$ cat src/rtl/output_drain.sv
// Requantizes convolution accumulations to the IO word format and drains them through
// a small FIFO over valid/ready; results the producer pushes into a full FIFO are dropped and counted.
module output_drain #(
    parameter  int ACC_WIDTH          = 32,
    parameter  int IO_DATA_WIDTH      = 16,
    parameter  int FEATURE_MAP_WIDTH  = 1024,
    parameter  int FEATURE_MAP_HEIGHT = 1024,
    parameter  int OUTPUT_NB_CHANNELS = 64,
    parameter  int OUTPUT_SCALE       = 0,
    parameter  int FIFO_DEPTH         = 8,
    localparam int XW   = $clog2(FEATURE_MAP_WIDTH),
    localparam int YW   = $clog2(FEATURE_MAP_HEIGHT),
    localparam int CW   = $clog2(OUTPUT_NB_CHANNELS),
    localparam int CNTW = $clog2(FIFO_DEPTH + 1)
) (
    input  logic                            clk,
    input  logic                            rst_in,
    input  logic                            in_valid,
    input  logic signed [ACC_WIDTH-1:0]     in_acc,
    input  logic        [XW-1:0]            in_x,
    input  logic        [YW-1:0]            in_y,
    input  logic        [CW-1:0]            in_ch,
    output logic                            out_valid,
    input  logic                            out_ready,
    output logic signed [IO_DATA_WIDTH-1:0] out_data,
    output logic        [XW-1:0]            out_x,
    output logic        [YW-1:0]            out_y,
    output logic        [CW-1:0]            out_ch,
    output logic                            out_last,
    output logic        [CNTW-1:0]          fifo_count,
    output logic                            overflow,
    output logic        [15:0]              drop_count,
    output logic                            frame_done,
    input  logic                            clear_in
);

    localparam int PW = (FIFO_DEPTH > 1) ? $clog2(FIFO_DEPTH) : 1;

    // Requantization arithmetic is one bit wider than the accumulator so the rounding add cannot wrap.
    localparam logic signed [ACC_WIDTH:0] ROUND   = ((ACC_WIDTH+1)'(1) << OUTPUT_SCALE) >> 1;
    localparam logic signed [ACC_WIDTH:0] SAT_MAX = (ACC_WIDTH+1)'((2 ** (IO_DATA_WIDTH-1)) - 1);
    localparam logic signed [ACC_WIDTH:0] SAT_MIN = ~SAT_MAX;

    typedef struct packed {
        logic [IO_DATA_WIDTH-1:0] data;
        logic [XW-1:0]            x;
        logic [YW-1:0]            y;
        logic [CW-1:0]            ch;
        logic                     last;
    } entry_t;

    logic signed [ACC_WIDTH:0]     acc_ext;
    logic signed [ACC_WIDTH:0]     acc_sum;
    logic signed [ACC_WIDTH:0]     shifted;
    logic        [IO_DATA_WIDTH-1:0] q;
    logic                          in_last;

    entry_t          s1_entry;
    logic            s1_valid;

    entry_t          mem [FIFO_DEPTH];
    logic [PW-1:0]   wr_ptr;
    logic [PW-1:0]   rd_ptr;
    logic [CNTW-1:0] count;
    entry_t          head;
    logic            full;
    logic            pop;
    logic            push;
    logic            drop;

    assign acc_ext = {in_acc[ACC_WIDTH-1], in_acc};
    assign acc_sum = acc_ext + ROUND;
    assign shifted = acc_sum >>> OUTPUT_SCALE;

    // NOTE: every variable assigned in always_comb gets a default first, so no path can infer a latch.
    always_comb begin
        q = shifted[IO_DATA_WIDTH-1:0];
        if (shifted > SAT_MAX) begin
            q = SAT_MAX[IO_DATA_WIDTH-1:0];
        end else if (shifted < SAT_MIN) begin
            q = SAT_MIN[IO_DATA_WIDTH-1:0];
        end
    end

    assign in_last = (in_x == XW'(FEATURE_MAP_WIDTH - 1)) &&
                     (in_y == YW'(FEATURE_MAP_HEIGHT - 1)) &&
                     (in_ch == CW'(OUTPUT_NB_CHANNELS - 1));

    // NOTE: sequential state uses non-blocking assignments so every register samples pre-edge values.
    always_ff @(posedge clk) begin
        if (rst_in) begin
            s1_valid <= 1'b0;
            s1_entry <= '0;
        end else begin
            s1_valid <= in_valid;
            if (in_valid) begin
                s1_entry <= '{data: q, x: in_x, y: in_y, ch: in_ch, last: in_last};
            end
        end
    end

    assign full = (count == CNTW'(FIFO_DEPTH));
    assign pop  = out_valid && out_ready;
    // A pop frees the slot at the same edge, so a push into a full FIFO still succeeds then.
    assign push = s1_valid && (!full || pop);
    assign drop = s1_valid && full && !pop;

    // NOTE: storage is not reset; head fields are masked to zero whenever the FIFO is empty.
    always_ff @(posedge clk) begin
        if (push) begin
            mem[wr_ptr] <= s1_entry;
        end
    end

    always_ff @(posedge clk) begin
        if (rst_in) begin
            wr_ptr     <= '0;
            rd_ptr     <= '0;
            count      <= '0;
            overflow   <= 1'b0;
            drop_count <= '0;
            frame_done <= 1'b0;
        end else begin
            if (push) begin
                wr_ptr <= wr_ptr + PW'(1);
            end
            if (pop) begin
                rd_ptr <= rd_ptr + PW'(1);
            end
            case ({push, pop})
                2'b10:   count <= count + CNTW'(1);
                2'b01:   count <= count - CNTW'(1);
                default: count <= count;
            endcase

            if (drop) begin
                overflow   <= 1'b1;
                if (clear_in) begin
                    drop_count <= 16'd1;
                end else if (drop_count != 16'hFFFF) begin
                    drop_count <= drop_count + 16'd1;
                end
            end else if (clear_in) begin
                overflow   <= 1'b0;
                drop_count <= '0;
            end

            frame_done <= pop && head.last;
        end
    end

    assign head       = mem[rd_ptr];
    assign out_valid  = (count != '0);
    assign fifo_count = count;

    always_comb begin
        out_data = '0;
        out_x    = '0;
        out_y    = '0;
        out_ch   = '0;
        out_last = 1'b0;
        if (out_valid) begin
            out_data = head.data;
            out_x    = head.x;
            out_y    = head.y;
            out_ch   = head.ch;
            out_last = head.last;
        end
    end

endmodule

$ cat config.mk
export PLATFORM = sky130hd
export DESIGN_NAME = output_drain
export DESIGN_NICKNAME = d
export VERILOG_FILES = /design/src/rtl/output_drain.sv
export SDC_FILE = /design/constraint.sdc
export NUM_CORES = 1
export LEC_CHECK = 0
export ABC_AREA = 1
export CAP_MARGIN = 15
export CORE_MARGIN = 2
export CORE_UTILIZATION = 25
export DETAILED_ROUTE_END_ITERATION = 8
export HOLD_SLACK_MARGIN = 0.12
export PLACE_DENSITY_LB_ADDON = 0.12
export RECOVER_POWER = 50
export SLEW_MARGIN = 15
export SYNTH_ARGS = -nofsm -noshare
export SYNTH_HDL_FRONTEND = slang
export SYNTH_SLANG_ARGS = --single-unit
$ cat constraint.sdc
create_clock -name clk -period 5.1 [get_ports clk]
set_input_delay 1.275 -clock clk [delete_from_list [all_inputs] [get_ports clk]]
set_output_delay 1.275 -clock clk [all_outputs]
set_load 0.02 [all_outputs]
Yosys cells after proc, flatten, opt, wreduce, memory -nomap -nowiden
Memory sizes are Yosys's and may differ from the RTL's. A register that Yosys moved wholly into a read port is not among the register bits.
Cells that the tools add are included.
- register bits: 72
- bits in writable memories: 344
- input port bits: 63
- output and inout port bits: 66
- logic and storage cells: 60
- memories: 1
- memories (name ; depth ; bits a word ; rd ports ; clocked after memory_dff ; wr ports ; line ; source):
    mem ; 8 ; 43 ; 1 ; 1 ; 1 ; 61 ; entry_t mem [FIFO_DEPTH];
- add/sub/neg operators: 5
- order comparisons: 2
- eq/ne operators: 7
- muxes and demuxes: 18
- reduce and logical (&&, ||, !) cells: 15
- operators with widths (operator ; number):
    $mux 16 ; 7
    $gt 32x16->1 const B ; 1
    $lt 32x16->1 const B ; 1
    $eq 10x10->1 const B ; 2
    $mux 10 ; 2
    $add 16x1->16 const B ; 1
    $ne 16x16->1 const B ; 1
    $pmux 4 s2 ; 1
    $logic_and 1x1->1 ; 7
    $add 3x1->3 const B ; 2
    $eq 6x6->1 const B ; 1
    $mux 3 ; 2
    $mux 6 ; 1
    $reduce_bool 2->1 ; 3
    $mux 1 ; 5
    $add 4x1->4 const B ; 1
    $eq 4x4->1 const B ; 1
    $reduce_bool 4->1 ; 1
    $sub 4x1->4 const B ; 1
    $eq 2x1->1 const B ; 1
    $eq 2x2->1 const B ; 1
    $logic_not 1->1 ; 2
    $reduce_and 2->1 ; 1
    $logic_or 1x1->1 ; 1

Depth between registers and ports, before layout
- depth after elaboration: 6
- mapped depth: 11
- depth with buffers taken out: 11

Least setup slack after synthesis
Ideal clock, no wire load.
- path type: input port to flip-flop
- from: input port out_ready
- to: memory mem[0][0] in the netlist's numbering (enable)
- setup time: 0.443 ns
- arrival: 3.621 ns
- required time: 4.657 ns
- path slack: 1.036 ns
- cell stages on the path: 6
- path buffers: 0
- cell sequence: nor2_1 > nand3_1 > nand2_1 > inv_1 > nand2_1 > nor2_1
- word-level cells in the longest chain between the ends: 5
- ends and longest elaborated chain (what ; line ; source):
    from (decl) ; 24 ; input logic out_ready,
    $logic_and 1x1->1 ; 103 ; assign pop = out_valid && out_ready;
    $logic_or 1x1->1 ; 105 ; assign push = s1_valid && (!full || pop);
    $logic_and 1x1->1 ; 105 ;
    $mux 1 ; 110 ; if (push) begin
    $mux 1 (implied by the code) ; 111 ; mem[wr_ptr] <= s1_entry;
    to (decl) ; 61 ;
No other way between the ends.

==> run metrics <==
number of hold-slack violations in the final timing report 0; Sum Neg Setup Slack 0 ps; WL/cell 18.7 um; Tightest Pin Transition 2630 ps; maxcap violations 1; leakage power summed over all cells 7.00 nW; post-synthesis xor/xnor area fraction 0.261%; FFs w/ async S/R, synth 0%; headroom to the max-slew limit -75.0%; post-layout minimum cycle time 4660 ps; count of vias placed by the detailed router 11400; clock insertion delay at the later pin of the skew report 590 ps; largest fanout on the critical path 134; share of final-layout standard cells stronger than drive strength 1 7.35%; drt drc 0; worst hold-check slack 474 ps; diode insertion count for antenna repair 0; Avg Inst Size Synth 11.2 um^2; EDFF count, synth 344; detailed router's first-iteration violation count 735; sum of routed wire length over all layers 47300 um; status finished with violations; area taken by multi-input logic gates 4470 um^2; gate count after technology mapping 1501; flip-flop cell with the highest count after synthesis edfxtp_1; total number of nets in the final design 1690; Placer Congestion 0.733; total I/O pin count 129; Post-Syn Nets 1571; commonest cells after routing, fill and taps aside nor2_1 (431), edfxtp_1 (344), o21ai_0 (244), clkdlybuf4s50_1 (123), nand2_1 (90); floorplan core area 66100 um^2; reg2reg setup slack 2040 ps; first-pass GRT wire length 73300 um; total congestion overflow after global routing 0; CTS tree done; signal arrival time at the worst endpoint 3390 ps; Adder-Cell Fraction of Synth Area 0.567%; violations in the final reports max-capacitance violations, max-slew violations; die area 69200 um^2; Synth-to-Final Area Change 22.8%; most frequent standard cell in the layout excluding fill and tap cells nor2_1; flop and latch count out of synthesis 419; multiplexer area fraction after synthesis 0%; startpoint of the most critical hold path overflow; Filler Cell Count 6691; Period Utilization, post-route 91.4%; DR WL met3 2490 um; FF-to-FF Start fifo_count[0]; highest metal layer used by the detailed router met5; Hold Path End overflow; met1 wire length 22200 um; Layout Skew 18.4 ps; overall track demand over capacity in global routing 13.7%; clock sink total 419; number of post-CTS setup repair buffers 0; Cell variety after synth 36; area of the mapped netlist 16800 um^2; total iterations of the first detailed-routing run 5; r2r worst-path depth 11; R2R Path End fifo_count[3]; number of warnings issued by yosys 0; total of endpoints with negative setup slack in the final report 0; metal2 WL 21900 um; part of the Yosys area used for sequential elements 70.5%; critical setup path kind flop to primary output; clock transition at the registers of the reported paths 60 ps; number of gates resized after CTS 0; pwr dens 502 nW/um^2; antenna violations before repair 6; number of H-tree branching levels 2; Hold/Removal Path Class flop to flop; sort of element at the end of the critical path primary output; share of the synthesized area in compound gates (AO/OA/AOI/OAI) 11.7%; setup repair after global routing missed its margin no; total area of sequential cells 11800 um^2; Longest Clk Path Bufs 3; largest net degree at the start of global routing 135; via count of the first global-routing pass 11700; Detailed Place HPWL 26800 um; max-slew violation count 48; Port Buf Inserts 128; root cell of the clock tree clkbuf_16; Hold Path Stages 2; effective utilization at floorplan 25.4%; number of nets still failing antenna checks after routing 0; hold buffer count at cts 0; maximum clock frequency 0.215 GHz; dominant combinational cell family by area after synthesis simple AND/OR/NAND/NOR gates; Die Span X 263 um; # rows 94; TritonCTS buffer count 49; worst vdd rail ir drop 0.345 mV; simple-gate share of the synthesized area 13.9%; via density per instance 4.52; element type at the critical path start flop; data required time of the critical path 3830 ps; vertical extent of the die 263 um
-- flip-flops by register name, summed over array words and instances (netlist names), named ones only --
name / count
drop_count: 16
fifo_count: 4
frame_done: 1
mem: 344
overflow: 1
rd_ptr: 3
s1_entry: 43
s1_valid: 1
wr_ptr: 3
-- power breakdown --
group	switching, mW	internal, mW
combinational	1.82	1.11
sequential	0.237	3.82
clock	1.41	1.94
-- through the flow --
| step | setup WS (ps) | std cells | area, um^2 | utilization [%] | total power [mW] |
|---|---|---|---|---|---|
| after detailed placement | 1050 | 2433 | 19100 | 28.9 | 7.15 |
| after floorplan | 1040 | 1501 | 16800 | - | 5.79 |
| after CTS | 408 | 2523 | 20600 | 31.2 | 10.5 |
| after global placement | 1030 | 2433 | 19100 | 28.9 | 7.15 |
| after global routing | 170 | 2523 | 20600 | 31.2 | 11.0 |
| final | 440 | 2523 | 20600 | 31.2 | 10.3 |
-- worst max path at each step --
stage / start / to / cells past startpoint
finish: flop / out_last / 6
global route: flop / out_last / 6
CTS: flop / out_data[1] / 6
detailed placement: flop / out_data[1] / 6
global placement: flop / out_last / 8
floorplan: out_ready / mem[0][0] / 6
-- metal layers --
| metal | up-vias | GRT usage [%] |
|---|---|---|
| met1 | 5554 | 18.6 |
| li1 | 5557 | - |
| met2 | 227 | 22.3 |
| met3 | 62 | 3.15 |
| met5 | - | 0 |
| met4 | 10 | 2.95 |
-- kinds of logic after synthesis --
family | after synthesis
adders and majority gates | 7
DFF | 419
and+or+nand+nor | 582
AOI/OAI and AO/OA | 356
buffers and inverters | 132
xor gates and xnor gates | 5
-- area by class of cell --
cell class                 instances  area share, %
sequential                       419           57.4
multi-input combinational        950           21.7
timing repair buffer             155           7.34
clock buffer                      64           6.42
tap                              864           5.24
clock inverter                    26           1.02
inverter                          45          0.832
-- worst max-delay path, cell delays in order (launching register included) --
cell and delay [ps]:
dfxtp_4 630, buf_12 420, o21ai_0 200, o211ai_1 220, o21ai_0 260, a21oi_1 220, clkdlybuf4s50_1 640
-- synth_stat cells, types with 3 or more instances --
cell / count / area [um^2]
nor2_1: 439 / 1650
edfxtp_1: 344 / 10300
o21ai_0: 243 / 1220
nand2_1: 89 / 334
dfxtp_1: 75 / 1500
clkbuf_1: 59 / 221
inv_1: 43 / 161
a21oi_1: 42 / 210
o32ai_1: 42 / 368
o21ai_1: 23 / 115
nand3_1: 22 / 110
buf_2: 18 / 90.1
nand4_1: 14 / 87.6
nor3_1: 8 / 40.0
buf_1: 7 / 26.3
ha_1: 6 / 75.1
nor2_4: 3 / 33.8
xnor2_1: 3 / 26.3
Power figures use the tool's default switching activity.
